<file path="config.mk">
export PLATFORM = sky130hd
export DESIGN_NAME = au_incdec_counter
export DESIGN_NICKNAME = d
export VERILOG_FILES = /design/src/rtl/au_incdec_counter.sv
export SDC_FILE = /design/constraint.sdc
export NUM_CORES = 1
export LEC_CHECK = 0
export CAP_MARGIN = 0
export CORE_MARGIN = 2
export CORE_UTILIZATION = 42
export DETAILED_ROUTE_END_ITERATION = 10
export GPL_TIMING_DRIVEN = 1
export PLACE_DENSITY_LB_ADDON = 0.15
export SLEW_MARGIN = 5
export SYNTH_ARGS = -nofsm -noshare
export SYNTH_HDL_FRONTEND = slang
export SYNTH_SLANG_ARGS = --single-unit
</file>
<file path="constraint.sdc">
create_clock -name clk -period 2.6 [get_ports clk]
set_input_delay 0.52 -clock clk [delete_from_list [all_inputs] [get_ports clk]]
set_output_delay 0.52 -clock clk [all_outputs]
set_load 0.01 [all_outputs]
</file>
<file path="src/rtl/au_incdec_counter.sv">
// Parametrised up/down range counter (0..LIMIT) with wrap/saturate modes, built on a
// prefix-AND incrementer whose decrement path inverts the operand around the same chain.
module au_incdec_counter #(
  parameter int unsigned WIDTH = 8,
  parameter int unsigned ARCH  = 0,
  parameter int unsigned LIMIT = 2**WIDTH - 1
) (
  input  logic             clk,
  input  logic             rst_n,
  input  logic             clr,
  input  logic             ld,
  input  logic [WIDTH-1:0] d,
  input  logic             en,
  input  logic             inc_dec,
  input  logic             sat,
  input  logic             ovf_clr,
  output logic [WIDTH-1:0] q,
  output logic             co,
  output logic             ovf,
  output logic             tc_hi,
  output logic             tc_lo
);

  localparam logic [WIDTH-1:0] LIM = WIDTH'(LIMIT);

  logic [WIDTH-1:0] opnd;
  logic [WIDTH-1:0] pre;
  logic [WIDTH:0]   cvec;
  logic [WIDTH-1:0] sum;
  logic [WIDTH-1:0] step_val;
  logic [WIDTH-1:0] ld_val;
  logic             raw_co;
  logic             at_bnd;
  logic             bnd_step;

  assign opnd = inc_dec ? ~q : q;

  // pre[i] = &opnd[i:0]; the three architectures differ only in how the prefix tree is built.
  generate
    if (ARCH == 1) begin : g_sklansky
      logic [WIDTH-1:0] t;
      always_comb begin
        t = opnd;
        for (int unsigned l = 0; (32'd1 << l) < WIDTH; l++) begin
          for (int unsigned i = 0; i < WIDTH; i++) begin
            if (((i >> l) & 32'd1) == 32'd1) t[i] = t[i] & t[((i >> l) << l) - 32'd1];
          end
        end
        pre = t;
      end
    end else if (ARCH == 2) begin : g_kogge_stone
      logic [WIDTH-1:0] t;
      logic [WIDTH-1:0] nx;
      always_comb begin
        t  = opnd;
        nx = opnd;
        for (int unsigned l = 0; (32'd1 << l) < WIDTH; l++) begin
          nx = t;
          for (int unsigned i = (32'd1 << l); i < WIDTH; i++) begin
            nx[i] = t[i] & t[i - (32'd1 << l)];
          end
          t = nx;
        end
        pre = t;
      end
    end else begin : g_serial
      logic acc;
      always_comb begin
        acc = 1'b1;
        pre = '0;
        for (int unsigned i = 0; i < WIDTH; i++) begin
          acc    = acc & opnd[i];
          pre[i] = acc;
        end
      end
    end
  endgenerate

  // Carry-in tied high: carry into bit i is the prefix AND of all lower bits.
  assign cvec     = {pre, 1'b1};
  assign sum      = opnd ^ cvec[WIDTH-1:0];
  assign raw_co   = cvec[WIDTH];
  assign step_val = inc_dec ? ~sum : sum;

  // On the decrement path the raw carry of the inverted operand is exactly q==0;
  // the increment path must use the LIMIT compare since LIMIT may be below 2**WIDTH-1.
  assign at_bnd   = inc_dec ? raw_co : (q == LIM);
  assign bnd_step = en && !clr && !ld && at_bnd;
  assign ld_val   = (d > LIM) ? LIM : d;

  always_ff @(posedge clk or negedge rst_n) begin
    if (!rst_n) begin
      q   <= '0;
      co  <= 1'b0;
      ovf <= 1'b0;
    end else begin
      co <= 1'b0;
      if (clr) begin
        q <= '0;
      end else if (ld) begin
        q <= ld_val;
      end else if (en) begin
        if (at_bnd) begin
          co <= 1'b1;
          if (!sat) q <= inc_dec ? LIM : '0;
        end else begin
          q <= step_val;
        end
      end
      if (bnd_step) ovf <= 1'b1;
      else if (ovf_clr) ovf <= 1'b0;
    end
  end

  assign tc_hi = (q == LIM);
  assign tc_lo = (q == '0);

endmodule

</file>
==> metrics <==
run status finished clean; initial DRC count 42; TritonCTS Buffers 3; number of distinct library cells after synthesis 30; total iterations of the first detailed-routing run 4; CTS tree yes; CP startpoint kind flip-flop; Worst Tran Pin Value 0.470 ns; Wirelength per Cell 15.4 um; initial antenna violation count 0; Leak 0.553 nW; min-delay src ovf; overall routing resource usage 0.220; Final period util 0.941; clock share of power 0.211; share of layout cells above drive strength 1 0.214; worst r2r path cells 13; Worst Path Arrival 2.60 ns; num ports 28; commonest non-fill, non-tap cell in the layout clkdlybuf4s50_1; EDFF count, synth 0; Worst setup EP type flip-flop; first-pass GRT wire length 4.24 mm; Net Switching 0.000168 W; # port buffers 27; Mapped Area 920 um2; hold depth 1; largest net degree at the start of global routing 18; worst-case clock buffer depth 2; critical path class reg -> reg; synthesized area per cell 8.36 um2; H-tree lvl count 1; RSZ-0062 raised after global routing false; Mapped Nets 134; Worst Skew 0.00427 ns; FF-to-FF End q[2]; worst relative slew slack 0.686; R2R Path Start q[1]; clock sink count 10; vias per cell 5.84; clock transition at the registers of the reported paths 0.07 ns; Final Util 0.679; Slew Viols, Final 0; total power 0.000506 W; Fin Setup TNS 0 ns; fmax 409 MHz; Die Span X 50.8 um; clk root buf clkbuf_4; Peak VDD IR 258 uV; combinational power share 0.434; worst-path fanout max 7; Net Sw Frac 0.331; Primary FF master, synth dfrtp_1; Rows 16; synthesized netlist cell count 110; total wire length 2.58 mm; gr ovfl total 0; max cap viols 0; Die H 50.8 um; Synth Register Bits 10; Yosys Warn Count 0; register area share after synthesis 0.272; HP Class reg -> reg; minimum clock period 2.45 ns; final setup fails 0; DRC 0; worst-skew pair later-pin latency 0.27 ns; Hold Path Sink ovf; ant diodes 0; Nets 166; core area 2020 um2; CP required 2.76 ns; die area 2580 um2; gpl congestion 0.850; DR vias 975; part of the power in registers 0.355; Async SR Flop Fraction 1.00; most frequent cells in the layout clkdlybuf4s50_1 (25), a21oi_1 (15), buf_4 (10); initial core utilization 0.455; Fin. Hold Viols 0; Pwr per Cell Area 369 nW/um2; vias in the first global route 919; Area Overhead vs Synth 49.3%; Final ANT Viol Nets 0; P_int 0.000339 W; Post-DP HPWL 2.04 mm; flop2flop setup slack 0.15 ns
==> worst max-delay path, cell delays in order (launching register included) <==
cell and delay (ns):
dfrtp_1 0.40, inv_1 0.09, nand3_1 0.08, o21ai_1 0.07
ha_2 0.19, ha_4 0.16, ha_4 0.15, ha_4 0.16
ha_4 0.16, ha_4 0.18, nand3_2 0.08, and3b_2 0.28
a22oi_1 0.09, o32ai_1 0.25
==> metal layers <==
metal,share of wire,vias up,track usage
met5,0,-,0
met4,0.018,0,0.0631
li1,-,469,-
met1,0.42,457,0.284
met3,0.058,9,0.0417
met2,0.50,40,0.373
==> final cells by class <==
class | instances | area (um2)
timing repair buffer | 37 | 339
sequential | 10 | 251
multi-input combinational | 86 | 711
fill | 164 | 649
clock buffer | 3 | 22.5
tap | 27 | 33.8
inverter | 4 | 15.0
==> registers in the layout (all words and copies together), names as in the netlist <==
signal  cells
co          1
q           8
ovf         1
==> power groups by stage <==
stage                     Clock [W]  Combinational [W]  Sequential (W)
after floorplan                   0           0.000120        0.000186
after global placement            0           0.000211        0.000182
after detailed placement          0           0.000214        0.000182
after CTS                  0.000110           0.000214        0.000179
after global routing       0.000117           0.000241        0.000181
final                      0.000107           0.000220        0.000180
==> how the worst max path moves through the flow <==
stage               endpoint  startpoint  slack [ns]
floorplan               q[2]     inc_dec       -0.17
CTS                     q[3]     inc_dec        0.03
global placement        q[7]     inc_dec       -0.43
global route            q[2]        q[0]        0.02
finish                  q[2]        q[1]        0.15
detailed placement      q[3]     inc_dec       -0.55
==> cells in the mapped netlist (2+ instances only) <==
cell / number / area, um2
a21oi_1: 15 / 75.1
dfrtp_1: 10 / 250
ha_1: 8 / 100
nor2_1: 8 / 30.0
a22oi_1: 7 / 52.6
clkbuf_1: 7 / 26.3
o32ai_1: 7 / 61.3
xor2_1: 6 / 52.6
nand2_1: 5 / 18.8
nand2b_1: 5 / 31.3
nor2b_1: 4 / 25.0
a21o_1: 3 / 22.5
inv_1: 3 / 11.3
nand3_1: 3 / 15.0
buf_2: 2 / 10.0
or2b_1: 2 / 15.0
or3_1: 2 / 12.5
==> cell families after synthesis <==
family	count (synthesis)	synth area share
mux	1	0.0109
xor+xnor	6	0.0571
flops	10	0.272
simple gates	36	0.222
buf+inv	14	0.0680
fa+ha+maj	8	0.109
compound gates	35	0.261
==> timing repair <==
action / 4_1_cts / 5_1_grt
hold buffers: 0 / 0
gates resized for setup: 4 / 8
setup buffers: 0 / 0
setup endpoints to repair: 9 / 6
pin swaps: 1 / 1
==> stage by stage <==
stage                     setup WS [ns]  cell area (um2)  hold WS [ns]  cells
after global routing             0.0203             1370         0.509    167
after CTS                        0.0253             1350         0.500    167
after detailed placement         -0.551             1320         0.479    164
after floorplan                  -0.173             1030         0.224    110
after global placement           -0.435             1320         0.468    164
final                             0.155             1370         0.497    167
Power figures use the tool's default switching activity.
